[src/rtl/ram_sweep_tester_if.sv]
// Bus between the sweep sequencer (master) and the 256 x 16 single-port RAM (slave).
interface ram_sweep_tester_if;
  logic [7:0]  RamAddr;
  logic [15:0] RamDin;
  logic        RamWren;
  logic        RamRden;
  logic [15:0] RamQ;

  modport master (output RamAddr, output RamDin, output RamWren, output RamRden, input RamQ);
  modport slave  (input RamAddr, input RamDin, input RamWren, input RamRden, output RamQ);
endinterface

[src/rtl/ram_sweep_tester.sv]
// Writes a seeded pattern to all 256 RAM words, reads them back through an
// RD_LAT-aligned compare pipe and reports pass/fail, error count and first bad address.
module ram_sweep_tester #(
  parameter int RD_LAT = 1
) (
  input  logic                      Clk,
  input  logic                      Reset,
  input  logic                      Start,
  input  logic [15:0]               Seed,
  ram_sweep_tester_if.master        ram,
  output logic                      Busy,
  output logic                      Done,
  output logic                      Pass,
  output logic [8:0]                ErrCount,
  output logic [7:0]                FirstErrAddr
);

  // One extra stage because RamQ only settles after the RD_LAT-th edge.
  localparam int PIPE_DEPTH = RD_LAT + 1;

  typedef enum logic [2:0] {
    ST_IDLE  = 3'd0,
    ST_WRITE = 3'd1,
    ST_READ  = 3'd2,
    ST_DRAIN = 3'd3,
    ST_DONE  = 3'd4
  } state_t;

  function automatic logic [15:0] pattern_f(input logic [7:0] a, input logic [15:0] seed);
    return {~a, a} ^ seed;
  endfunction

  state_t                  state_r, state_s;
  logic [7:0]              addr_r;
  logic [15:0]             seed_r;
  logic [15:0]             exp_pipe_r [PIPE_DEPTH];
  logic [7:0]              adr_pipe_r [PIPE_DEPTH];
  logic [PIPE_DEPTH-1:0]   vld_pipe_r;
  logic [8:0]              err_cnt_r, err_cnt_s;
  logic [7:0]              first_err_r;
  logic                    pass_r, busy_r, done_r;
  logic [7:0]              ram_addr_r, addr_s;
  logic [15:0]             ram_din_r, din_s;
  logic                    ram_wren_r, ram_rden_r, wren_s, rden_s, busy_s, done_s;
  logic                    start_ok_s, mismatch_s, drain_done_s;

  // Start acceptance, compare result and drain completion.
  always_comb begin
    start_ok_s   = Start && ((state_r == ST_IDLE) || (state_r == ST_DONE));
    mismatch_s   = vld_pipe_r[PIPE_DEPTH-1] && (ram.RamQ != exp_pipe_r[PIPE_DEPTH-1]);
    drain_done_s = (vld_pipe_r[PIPE_DEPTH-2:0] == {(PIPE_DEPTH-1){1'b0}});
    if (mismatch_s && (err_cnt_r != 9'd256)) begin
      err_cnt_s = err_cnt_r + 9'd1;
    end else begin
      err_cnt_s = err_cnt_r;
    end
  end

  // Next-state logic and next values of the registered RAM/status outputs.
  always_comb begin
    state_s = state_r;
    wren_s  = 1'b0;
    rden_s  = 1'b0;
    addr_s  = 8'd0;
    din_s   = 16'd0;
    case (state_r)
      ST_IDLE: begin
        if (start_ok_s) state_s = ST_WRITE;
        else            state_s = ST_IDLE;
      end
      ST_WRITE: begin
        wren_s = 1'b1;
        addr_s = addr_r;
        din_s  = pattern_f(addr_r, seed_r);
        if (addr_r == 8'd255) state_s = ST_READ;
        else                  state_s = ST_WRITE;
      end
      ST_READ: begin
        rden_s = 1'b1;
        addr_s = addr_r;
        if (addr_r == 8'd255) state_s = ST_DRAIN;
        else                  state_s = ST_READ;
      end
      ST_DRAIN: begin
        if (drain_done_s) state_s = ST_DONE;
        else              state_s = ST_DRAIN;
      end
      ST_DONE: begin
        if (start_ok_s) state_s = ST_WRITE;
        else            state_s = ST_DONE;
      end
      default: begin
        state_s = ST_IDLE;
      end
    endcase
    busy_s = ((state_r == ST_WRITE) || (state_r == ST_READ) || (state_r == ST_DRAIN)) &&
             (state_s != ST_DONE);
    done_s = (state_s == ST_DONE);
  end

  // State register.
  always_ff @(posedge Clk) begin
    if (Reset) state_r <= ST_IDLE;
    else       state_r <= state_s;
  end

  // Address counter, compare pipe, results and registered outputs.
  always_ff @(posedge Clk) begin
    if (Reset) begin
      addr_r      <= 8'd0;
      seed_r      <= 16'd0;
      vld_pipe_r  <= {PIPE_DEPTH{1'b0}};
      err_cnt_r   <= 9'd0;
      first_err_r <= 8'd0;
      pass_r      <= 1'b0;
      busy_r      <= 1'b0;
      done_r      <= 1'b0;
      ram_addr_r  <= 8'd0;
      ram_din_r   <= 16'd0;
      ram_wren_r  <= 1'b0;
      ram_rden_r  <= 1'b0;
      for (int i = 0; i < PIPE_DEPTH; i++) begin
        exp_pipe_r[i] <= 16'd0;
        adr_pipe_r[i] <= 8'd0;
      end
    end else begin
      ram_addr_r <= addr_s;
      ram_din_r  <= din_s;
      ram_wren_r <= wren_s;
      ram_rden_r <= rden_s;
      busy_r     <= busy_s;
      done_r     <= done_s;
      if (start_ok_s) begin
        seed_r      <= Seed;
        addr_r      <= 8'd0;
        err_cnt_r   <= 9'd0;
        first_err_r <= 8'd0;
        pass_r      <= 1'b0;
      end else begin
        if (wren_s || rden_s) addr_r <= addr_r + 8'd1;
        err_cnt_r <= err_cnt_s;
        if (mismatch_s && (err_cnt_r == 9'd0)) first_err_r <= adr_pipe_r[PIPE_DEPTH-1];
        if ((state_r == ST_DRAIN) && drain_done_s) pass_r <= (err_cnt_s == 9'd0);
      end
      vld_pipe_r    <= {vld_pipe_r[PIPE_DEPTH-2:0], rden_s};
      exp_pipe_r[0] <= pattern_f(addr_r, seed_r);
      adr_pipe_r[0] <= addr_r;
      for (int i = 1; i < PIPE_DEPTH; i++) begin
        exp_pipe_r[i] <= exp_pipe_r[i-1];
        adr_pipe_r[i] <= adr_pipe_r[i-1];
      end
    end
  end

  assign ram.RamAddr   = ram_addr_r;
  assign ram.RamDin    = ram_din_r;
  assign ram.RamWren   = ram_wren_r;
  assign ram.RamRden   = ram_rden_r;
  assign Busy          = busy_r;
  assign Done          = done_r;
  assign Pass          = pass_r;
  assign ErrCount      = err_cnt_r;
  assign FirstErrAddr  = first_err_r;

endmodule
[src/flat_wrapper.sv]
// flat-port wrapper written by rule: the top's interface ports become plain ports
module ram_sweep_tester_flat 
#(
  parameter int RD_LAT = 1
)
  (Clk, Reset, Start, Seed, Busy, Done, Pass, ErrCount, FirstErrAddr, ram_RamAddr, ram_RamDin, ram_RamWren, ram_RamRden, ram_RamQ);
  ram_sweep_tester_if ram_i ();
  input  logic Clk;
  input  logic Reset;
  input  logic Start;
  input  logic [15:0] Seed;
  output logic Busy;
  output logic Done;
  output logic Pass;
  output logic [8:0] ErrCount;
  output logic [7:0] FirstErrAddr;
  output wire logic [$bits(ram_i.RamAddr)-1:0] ram_RamAddr;
  output wire logic [$bits(ram_i.RamDin)-1:0] ram_RamDin;
  output wire logic [$bits(ram_i.RamWren)-1:0] ram_RamWren;
  output wire logic [$bits(ram_i.RamRden)-1:0] ram_RamRden;
  input wire logic [$bits(ram_i.RamQ)-1:0] ram_RamQ;
  assign ram_RamAddr = ram_i.RamAddr;
  assign ram_RamDin = ram_i.RamDin;
  assign ram_RamWren = ram_i.RamWren;
  assign ram_RamRden = ram_i.RamRden;
  assign ram_i.RamQ = ram_RamQ;
  ram_sweep_tester #(.RD_LAT(RD_LAT)) u_core (.Clk(Clk), .Reset(Reset), .Start(Start), .Seed(Seed), .ram(ram_i), .Busy(Busy), .Done(Done), .Pass(Pass), .ErrCount(ErrCount), .FirstErrAddr(FirstErrAddr));
endmodule
[config.mk]
export PLATFORM = sky130hd
export DESIGN_NAME = ram_sweep_tester_flat
export DESIGN_NICKNAME = d
export VERILOG_FILES = /design/src/rtl/ram_sweep_tester_if.sv /design/src/rtl/ram_sweep_tester.sv /design/src/flat_wrapper.sv
export SDC_FILE = /design/constraint.sdc
export NUM_CORES = 1
export LEC_CHECK = 0
export CAP_MARGIN = 10
export CORE_ASPECT_RATIO = 1.75
export CORE_UTILIZATION = 51
export CTS_CLUSTER_DIAMETER = 50
export DETAILED_ROUTE_END_ITERATION = 8
export GPL_ROUTABILITY_DRIVEN = 0
export MAX_ROUTING_LAYER = met4
export PLACE_DENSITY = 0.81
export REMOVE_ABC_BUFFERS = 1
export SLEW_MARGIN = 10
export SYNTH_ARGS = -nofsm -noshare
export SYNTH_HDL_FRONTEND = slang
export SYNTH_SLANG_ARGS = --single-unit
export TNS_END_PERCENT = 50
[constraint.sdc]
create_clock -name Clk -period 2.9 [get_ports Clk]
set_clock_uncertainty 0.1 [all_clocks]
set_input_delay 0.58 -clock Clk [delete_from_list [all_inputs] [get_ports Clk]]
set_output_delay 0.58 -clock Clk [all_outputs]
set_load 0.05 [all_outputs]
==> flow_summary_export.csv, run 1 <==
group,metric,value,unit
run_status,status,"finished with violations",
run_status,violations,"DRC",
sta,rsz0062_at_grt,"no",
critical_path,slowest_delay,0.52,ns
sta,setup_viol,0,
flow_run,max_cap_viol_count,0,
clocking,clkTransAtPathRegs,0.05,ns
finish,seq_area,2442,µm²
clocking,insertion_delay,0.41,ns
logic_synthesis,synth-seq-cells,122,
power_and_ir_drop,power,4140,µW
floorplanning,start_util,0.5313,
critical_path,crit_arrival,2.65,ns
finish,antennaDiodeCount,0,
place,numPortBuffers,80,
place,post-dp-hpwl,5.924,mm
hold_path,worstHoldPathCells,1,
logic_synthesis,synth_area_leaders,"dfxtp_1 (57%), xnor2_1 (6.2%), nor2b_1 (4.8%), nor2_1 (4.6%), nand2_1 (3.7%)",
drt,drc,7,
critical_path,worstPathMaxFanout,6,
drt,routed_via_density,5.116,
grt,antenna_found_initial,0,
logic_synthesis,ys_warn_count,0,
floorplanning,ios,81,
grt,grt_pass1_vias,3101,
finish,drive_above_1_share,0.08445,
power_and_ir_drop,switching_power,862.4,µW
logic_synthesis,syn_area,4259,µm²
floorplanning,core_area,8016,µm²
finish,fillers,586,
power_and_ir_drop,switching_share,0.2083,
critical_path,path_cells,"clkdlybuf4s50_1 > xnor2_1 > nand4_1 > o41a_1 > nand4_1 > mux2_2 > a311oi_1 > a211oi_1",
critical_path,path_depth,8,
power_and_ir_drop,ir_worst_vdd,0.5338,mV
power_and_ir_drop,pwr-share-clk,0.506,
clocking,cts.sink_count,122,
critical_path,crit_family,"compound AO/OA/AOI/OAI gates",
logic_synthesis,synth_cells,430,
clocking,cts_tree,"done",
grt,grt_pass1_wl,14.09,mm
logic_synthesis,synth.avg_cell_area,9.905,µm²
sta,timing.fmax,405.7,MHz
critical_path,cp_slowest_cell,"o41a_1",
sta,drv_slew,0,
clocking,cts_resized,0,
sta,hold_violations,0,
critical_path,path_buf_inv,1,
finish,multi_input_area,1679,µm²
clocking,h-tree-depth,4,
drt,drt-initial-drc-count,119,
power_and_ir_drop,p_per_area,725.6,nW/µm²
logic_synthesis,synth_top_cell_by_area,"dfxtp_1",
finish,num-nets-final,546,
grt,grt_usage,0.2225,
sta,fin_crit_sh,0.8499,
sta,whs,0.3328,ns
critical_path,end_kind,"flip-flop",
clocking,cts_setup_buffers,0,
grt,grt-ovfl-total,0,
sta,finalSetupTns,0,ns
logic_synthesis,seq_area_frac_synth,0.5734,
finish,syn_to_final_growth,33.96,%
sta,setup_ws,0.4354,ns
drt,wl_per_cell,14.16,µm
sta,tightest_slew,0.6565,ns
logic_synthesis,synth_edf_count,0,
logic_synthesis,async_reset_ff_frac,0,
logic_synthesis,synth_top_area_frac,0.5734,
hold_path,hold_path_class,"flip-flop to flip-flop",
logic_synthesis,ys.flop_type,"dfxtp_1",
floorplanning,die-area,8735,µm²
grt,grt_max_degree,35,
drt,ant_nets,0,
critical_path,r2r_cells,7,
power_and_ir_drop,p_comb_frac,0.067,
critical_path,cp_common_cell,"nand4_1",
power_and_ir_drop,power.leakage,0.002160,µW
floorplanning,dieHeight,122.9,µm
clocking,hold_buffers,0,
clocking,cts_buffer_depth,2,
critical_path,worstPathRequired,3.08,ns
power_and_ir_drop,p_int,3277,µW
critical_path,crit_type,"input pin to flip-flop",
drt,routed_wl,8.650,mm
power_and_ir_drop,seq_power_share,0.427,
floorplanning,row_count,43,
drt,first_pass_iters,6,
sta,fin_crit,2.465,ns
floorplanning,die_x,71.08,µm
clocking,root_buffer,"clkbuf_16",
clocking,numCtsBuffers,17,
drt,vias,3126,
place,pre_cts_slack,0.07934,ns
logic_synthesis,synth_cell_types,40,
sta,slew_headroom,0.5590,
critical_path,start_kind,"input pin",
-- cell families (layout without fill, tap and decap cells) --
group           Yosys count  in the layout  share of synthesized area
buf+inv                  32            123                    0.03378
mux                      14             14                    0.03437
fa+ha+maj                 3              3                   0.008814
compound gates           28             28                    0.03937
flops                   122            122                     0.5734
simple gates            183            183                     0.2098
xor+xnor                 48             48                     0.1005
-- per-stage QoR --
stage | instance area [µm²] | utilization | instances
finish | 5705 | 0.7117 | 611
CTS | 5705 | 0.7117 | 611
global placement | 5094 | 0.6354 | 579
global route | 5705 | 0.7117 | 611
detailed placement | 5094 | 0.6354 | 579
floorplan | 4134 | - | 403
-- cell type report --
| cell class | instances | area share |
|---|---|---|
| Clock buffer | 26 | 0.09276 |
| Tap cell | 90 | 0.01974 |
| Clock inverter | 6 | 0.01447 |
| Sequential cell | 122 | 0.4281 |
| Multi-Input combinational cell | 276 | 0.2943 |
| Inverter | 5 | 0.003289 |
| Timing Repair Buffer | 86 | 0.1474 |
-- cell usage after synthesis, types with 2 or more instances --
| library cell | number |
|---|---|
| a21oi_1 | 18 |
| and2_1 | 10 |
| and3_1 | 3 |
| buf_1 | 3 |
| clkbuf_1 | 19 |
| clkbuf_2 | 2 |
| clkbuf_8 | 2 |
| dfxtp_1 | 122 |
| ha_1 | 3 |
| inv_1 | 5 |
| mux2i_1 | 12 |
| nand2_1 | 42 |
| nand3_1 | 5 |
| nand3b_1 | 2 |
| nand4_1 | 8 |
| nor2_1 | 52 |
| nor2b_1 | 33 |
| nor3_1 | 20 |
| nor4b_1 | 2 |
| o21ai_0 | 2 |
| xnor2_1 | 30 |
| xor2_1 | 17 |
-- final timing paths --
check	startpoint	endpoint	slack [ns]
worst max-delay path	ram_RamQ[15]	u_core.Pass	0.44
worst min-delay path	u_core.adr_pipe_r[0][7]	u_core.adr_pipe_r[1][7]	0.33
worst max register to register	u_core.exp_pipe_r[0][16]	u_core.Pass	0.74
worst min register to register	u_core.adr_pipe_r[0][7]	u_core.adr_pipe_r[1][7]	0.33
-- registers in the layout, indices dropped and copies added, names as in the netlist, 2 cells and up --
| name | cells |
|---|---|
| u_core.state_r | 3 |
| u_core.ram.RamDin | 16 |
| u_core.addr_r | 8 |
| u_core.exp_pipe_r | 32 |
| u_core.ram.RamAddr | 8 |
| u_core.FirstErrAddr | 8 |
| u_core.vld_pipe_r | 2 |
| u_core.adr_pipe_r | 16 |
| u_core.seed_r | 16 |
| u_core.ErrCount | 9 |
-- per-layer routing --
layer,track usage,up-vias,share of wire
li1,-,1555,-
met1,0.2174,1453,0.38
met2,0.3804,96,0.54
met3,0.08720,22,0.054
met4,0.1138,0,0.033
met5,-,-,0
-- power groups by stage --
stage | Combinational, µW | Clock, µW | Sequential, µW
final | 276 | 2100 | 1770
after floorplan | 107 | 0 | 1840
after global routing | 301 | 2210 | 1770
after CTS | 279 | 2130 | 1770
after detailed placement | 276 | 0 | 1800
after global placement | 272 | 0 | 1800
-- cells in the final DEF, fill, tap and decap left out, types with 7 or more instances in the layout --
cell type	n
dfxtp_1	122
clkdlybuf4s50_1	79
nor2_1	52
nand2_1	42
nor2b_1	33
xnor2_1	30
nor3_1	20
a21oi_1	18
xor2_1	17
clkbuf_16	17
mux2i_1	12
and2_1	10
nand4_1	8
clkbuf_8	7
No activity file was read; power rests on OpenSTA's default activity.
==> inputs of run 2 (changes only) <==
==> constraint.sdc (replaced) <==
create_clock -name Clk -period 2.3 [get_ports Clk]
set_clock_uncertainty 0.1 [all_clocks]
set_input_delay 0.46 -clock Clk [delete_from_list [all_inputs] [get_ports Clk]]
set_output_delay 0.46 -clock Clk [all_outputs]
set_load 0.05 [all_outputs]
==> run 2 against run 1 <==
Effect of this change:
- the flow still finishes with violations (DRC)
- combinational power up 28%
- cell count up 0.98%
- non-clock buffer count up 8
- sequential power up 26%
- routed wire length up 1.4%
- sequential share of layout area down 0.50 points
- first-iteration DRC count up 55%
- global-route usage up 0.13 points
- final area up 1.2%
- core utilization up 0.84 points
- largest cell class unchanged
==> flow_summary_export.csv, run 2 (same netlist as run 1, synthesis figures left out) <==
group,metric,value,unit
clocking,hold_buffers,0,
clocking,clkTransAtPathRegs,0.05,ns
sta,timing.fmax,437.8,MHz
drt,routed_via_density,5.010,
sta,fin_crit,2.284,ns
finish,drive_above_1_share,0.09867,
critical_path,end_kind,"output port",
critical_path,start_kind,"flip-flop",
place,pre_cts_slack,-0.4826,ns
run_status,status,"finished with violations",
critical_path,worstPathMaxFanout,6,
clocking,cts_tree,"done",
drt,vias,3091,
sta,whs,0.3321,ns
finish,layout_commonest_cell,"dfxtp_1",
grt,grt_pass1_wl,14.13,mm
drt,ant_nets,0,
sta,tightest_slew,0.6762,ns
critical_path,crit_arrival,1.72,ns
critical_path,path_buf_inv,1,
floorplanning,die_x,71.08,µm
clocking,cts_buffer_depth,2,
power_and_ir_drop,ir_worst_vdd,0.8203,mV
finish,largest_register_ffs,32,
hold_path,hold_path_class,"flip-flop to flip-flop",
sta,rsz0062_at_grt,"yes",
critical_path,cp_slowest_cell,"clkdlybuf4s50_1",
critical_path,crit_type,"flip-flop to output port",
power_and_ir_drop,power.leakage,0.002379,µW
floorplanning,core_area,8016,µm²
finish,num-nets-final,554,
sta,drv_slew,0,
power_and_ir_drop,p_per_area,870.1,nW/µm²
sta,setup_ws,0.01606,ns
critical_path,r2r_cells,7,
hold_path,hold_end,"u_core.exp_pipe_r[0][28]",
hold_path,worstHoldStart,"u_core.exp_pipe_r[0][12]",
floorplanning,die-area,8735,µm²
critical_path,reg2reg_slack,0.12,ns
finish,antennaDiodeCount,0,
drt,drt-initial-drc-count,185,
drt,routed_wl,8.767,mm
floorplanning,ios,81,
hold_path,worstHoldPathCells,1,
clocking,root_buffer,"clkbuf_16",
critical_path,worstPathRequired,1.74,ns
clocking,numCtsBuffers,17,
clocking,h-tree-depth,4,
place,post-dp-hpwl,5.823,mm
grt,grt-ovfl-total,0,
critical_path,crit_family,"buffers and inverters",
finish,top_register,"u_core.exp_pipe_r",
sta,hold_violations,0,
grt,antenna_found_initial,0,
sta,fin_crit_sh,0.9930,
grt,grt_usage,0.2238,
critical_path,path_cells,"clkdlybuf4s50_1",
sta,setup_viol,0,
floorplanning,dieHeight,122.9,µm
sta,slew_headroom,0.5458,
floorplanning,row_count,43,
clocking,cts.sink_count,122,
finish,layout_common_cells,"dfxtp_1 (122), clkdlybuf4s50_1 (61), nor2_1 (52)",
drt,drc,7,
clocking,insertion_delay,0.41,ns
drt,wl_per_cell,14.21,µm
grt,grt_pass1_vias,3087,
drt,first_pass_iters,8,
critical_path,slowest_delay,0.85,ns
finish,syn_to_final_growth,35.55,%
floorplanning,start_util,0.5313,
critical_path,r2r-end,"u_core.Pass",
flow_run,max_cap_viol_count,0,
place,numPortBuffers,80,
grt,grt_max_degree,69,
run_status,violations,"DRC",
critical_path,r2r_start,"u_core.exp_pipe_r[0][26]",
==> run 2: layout make-up <==
type                       count  area (µm²)
sequential                   122        2442
fill                         560        2243
multi-input combinational    276        1697
timing repair buffer          94       947.2
clock buffer                  23       488.0
tap                           90       112.6
clock inverter                 7       67.56
inverter                       5       18.77
==> run 2: where the power goes <==
group	internal (µW)	switching (µW)	total (µW)	leakage, µW
Clock	1580	866	2440	0.000267
Sequential	2190	36.3	2230	0.000993
Combinational	155	198	353	0.00112
==> run 2: how the worst max path moves through the flow <==
stage                       start                     end  slack [ns]  depth (start not counted)
2_1_floorplan  u_core.ErrCount[3]  u_core.FirstErrAddr[0]       -0.55                          5
3_3_place_gp          ram_RamQ[1]             u_core.Pass       -0.34                          8
3_5_place_dp         ram_RamQ[15]             u_core.Pass       -0.48                          8
4_1_cts        u_core.ErrCount[0]             ErrCount[0]       0.008                          1
5_1_grt              ram_RamQ[14]             u_core.Pass       -0.05                          8
6_report       u_core.ErrCount[2]             ErrCount[2]        0.02                          1
==> run 2: repair_timing <==
item / in CTS / in global routing
endpoints found under the setup margin: 4 / 15
resized for setup: 4 / 17
pin swaps: 2 / 16
hold endpoints to repair: 0 / 0
setup buffers: 2 / 0
==> run 2: metrics by stage <==
step / instances / utilization / area [µm²] / TNS (ns) / total power [µW]
final: 617 / 0.7202 / 5773 / 0 / 5023
after global routing: 617 / 0.7202 / 5773 / -0.07419 / 5181
after CTS: 617 / 0.7141 / 5724 / 0 / 5048
after detailed placement: 585 / 0.6426 / 5151 / -3.917 / 2627
after global placement: 585 / 0.6426 / 5151 / -2.685 / 2618
after floorplan: 403 / - / 4134 / -4.418 / 2456
==> run 2: per-layer routing <==
metal	GRT usage	routed length (µm)	up-vias
li1	-	-	1566
met1	0.2268	3430	1419
met2	0.3768	4655	88
met3	0.08476	449	18
met4	0.1113	231	0
met5	-	0	-
==> inputs of run 3 (changes only) <==
--- a/config.mk
+++ b/config.mk
@@ -7,6 +7,7 @@
 export LEC_CHECK = 0
 export CAP_MARGIN = 10
 export CORE_ASPECT_RATIO = 1.75
+export CORE_MARGIN = 2
 export CORE_UTILIZATION = 51
 export CTS_CLUSTER_DIAMETER = 50
 export DETAILED_ROUTE_END_ITERATION = 8
==> run 3 against run 2 <==
Effect of this change:
- the flow now finishes without violations
- flip-flop and latch count stayed put
- via count grew 0.74%
- critical path depth up 7
- core utilization fell by 1.9 points
- die area rose by 4.5%
- global-route usage fell by 1.1 points
- count of clock-buffer cells in the layout fell by 3
- critical path type is now input pin to flip-flop
- final area decreased by 0.33%
- routed wire length grew 0.75%
==> flow_summary_export.csv, run 3 (same netlist as run 1, synthesis figures left out) <==
group,metric,value,unit
hold_path,hold_path_class,"input pin to flip-flop",
sta,rsz0062_at_grt,"yes",
place,post-dp-hpwl,6.019,mm
drt,vias,3114,
finish,num-nets-final,553,
floorplanning,row_count,44,
critical_path,slowest_delay,0.47,ns
critical_path,r2r_start,"u_core.exp_pipe_r[0][27]",
grt,grt-ovfl-total,0,
grt,grt_usage,0.2125,
critical_path,path_cells,"clkdlybuf4s50_1 > xnor2_1 > nand4_1 > o41a_1 > nand4_1 > mux2_2 > a311oi_2 > a211oi_1",
hold_path,worstHoldPathCells,2,
finish,largest_register_ffs,32,
finish,syn_to_final_growth,35.11,%
finish,top_register,"u_core.exp_pipe_r",
drt,ant_nets,0,
place,numPortBuffers,80,
clocking,insertion_delay,0.41,ns
clocking,cts.sink_count,122,
sta,hold_violations,0,
sta,slew_headroom,0.6115,
critical_path,worstPathRequired,2.49,ns
floorplanning,ios,81,
critical_path,crit_family,"compound AO/OA/AOI/OAI gates",
critical_path,worstPathMaxFanout,4,
floorplanning,core_area,8203,µm²
floorplanning,dieHeight,124.9,µm
sta,setup_viol,0,
critical_path,start_kind,"input pin",
finish,drive_above_1_share,0.1025,
drt,routed_wl,8.833,mm
grt,grt_pass1_wl,14.18,mm
place,placed_area,5161,µm²
sta,finalSetupTns,0,ns
power_and_ir_drop,ir_worst_vdd,0.9299,mV
drt,routed_via_density,5.031,
drt,wl_per_cell,14.27,µm
flow_run,max_cap_viol_count,0,
clocking,cts_setup_buffers,0,
grt,grt_pass1_vias,3094,
critical_path,cp_slowest_cell,"clkdlybuf4s50_1",
floorplanning,die_x,73.08,µm
power_and_ir_drop,p_per_area,878.0,nW/µm²
finish,layout_common_cells,"dfxtp_1 (122), clkdlybuf4s50_1 (71), nor2_1 (52)",
finish,antennaDiodeCount,0,
clocking,hold_buffers,0,
critical_path,crit_arrival,2.45,ns
sta,timing.fmax,440.7,MHz
hold_path,worstHoldStart,"Reset",
clocking,cts_tree,"done",
floorplanning,start_util,0.5192,
clocking,h-tree-depth,4,
critical_path,reg2reg_slack,0.22,ns
sta,tightest_slew,0.5827,ns
clocking,numCtsBuffers,17,
grt,antenna_found_initial,0,
clocking,clkTransAtPathRegs,0.05,ns
sta,drv_slew,0,
floorplanning,die-area,9127,µm²
critical_path,r2r_cells,7,
sta,whs,0.2636,ns
drt,first_pass_iters,4,
hold_path,hold_end,"u_core.exp_pipe_r[0][15]",
clocking,root_buffer,"clkbuf_16",
finish,final_area,5754,µm²
power_and_ir_drop,power.leakage,0.002270,µW
power_and_ir_drop,power,5052,µW
sta,fin_crit,2.269,ns
finish,layout_commonest_cell,"dfxtp_1",
place,placed_cells,588,
critical_path,end_kind,"flip-flop",
grt,grt_max_degree,64,
critical_path,crit_type,"input pin to flip-flop",
drt,drt-initial-drc-count,93,
drt,drc,0,
finish,stdcell_count,619,
critical_path,path_buf_inv,1,
clocking,cts_buffer_depth,2,
run_status,status,"finished, final reports clean",
critical_path,cp_common_cell,"nand4_1",
critical_path,r2r-end,"u_core.Pass",
sta,fin_crit_sh,0.9866,
## run 3: cell count changes in the layout (fill, tap and decap cells not counted), sizes merged
cell	delta
buf	-1
clkbuf	-3
clkdlybuf4s50	+10
clkinv	+1
clkinvlp	+2
dlygate4sd2	+1
dlymetal6s2s	-11
inv	+1
## run 3: repair_timing
action / 4_1_cts / 5_1_grt
pin swaps: 0 / 4
gates resized for setup: 4 / 7
setup endpoints to repair: 4 / 5
## run 3: how the worst max path moves through the flow
stage | slack, ns | cells after the start | from | endpoint
2_1_floorplan | -0.55 | 5 | u_core.ErrCount[3] | u_core.FirstErrAddr[0]
3_3_place_gp | -0.31 | 8 | ram_RamQ[6] | u_core.Pass
3_5_place_dp | -0.40 | 8 | ram_RamQ[3] | u_core.Pass
4_1_cts | 0.02 | 1 | u_core.ErrCount[0] | ErrCount[0]
5_1_grt | -0.07 | 9 | ram_RamQ[11] | u_core.Pass
6_report | 0.03 | 8 | ram_RamQ[11] | u_core.Pass
## run 3: area by class of cell
class                   count  area [µm²]
clock buffers              20       466.7
clock inverters            11       96.34
fillers                   601        2449
inverters                   5       18.77
multi-input cells         276        1704
flip-flops and latches    122        2442
well taps                  92       115.1
repair buffers             93       910.9
## run 3: layer usage
layer  share of wire  up-vias  wire (µm)  GRT usage
li1                -     1563          -          -
met1            0.39     1443       3448     0.2190
met2            0.53       89       4711     0.3482
met3           0.045       19        401    0.07686
met4           0.031        0        271     0.1024
met5               0        -          0          -
## run 3: per-stage QoR
| stage | utilization | setup slack [ns] |
|---|---|---|
| 2_1_floorplan | - | -0.5522 |
| 3_5_place_dp | 0.6292 | -0.4017 |
| 6_report | 0.7015 | 0.03071 |
| 4_1_cts | 0.6972 | 0.01870 |
| 3_3_place_gp | 0.6292 | -0.3145 |
| 5_1_grt | 0.7015 | -0.07357 |
## run 3: report_power, final
group | switching (µW) | internal [µW]
Clock | 906 | 1560
Sequential | 38.8 | 2190
Combinational | 200 | 162
Total | 1140 | 3910
## run 3: worst reg2reg max path, stage by stage (launching register included)
cell,delay [ns]
dfxtp_1,0.30
xnor2_1,0.16
nand4_1,0.17
o41a_1,0.47
nand4_1,0.14
mux2_2,0.36
a311oi_2,0.19
a211oi_1,0.07
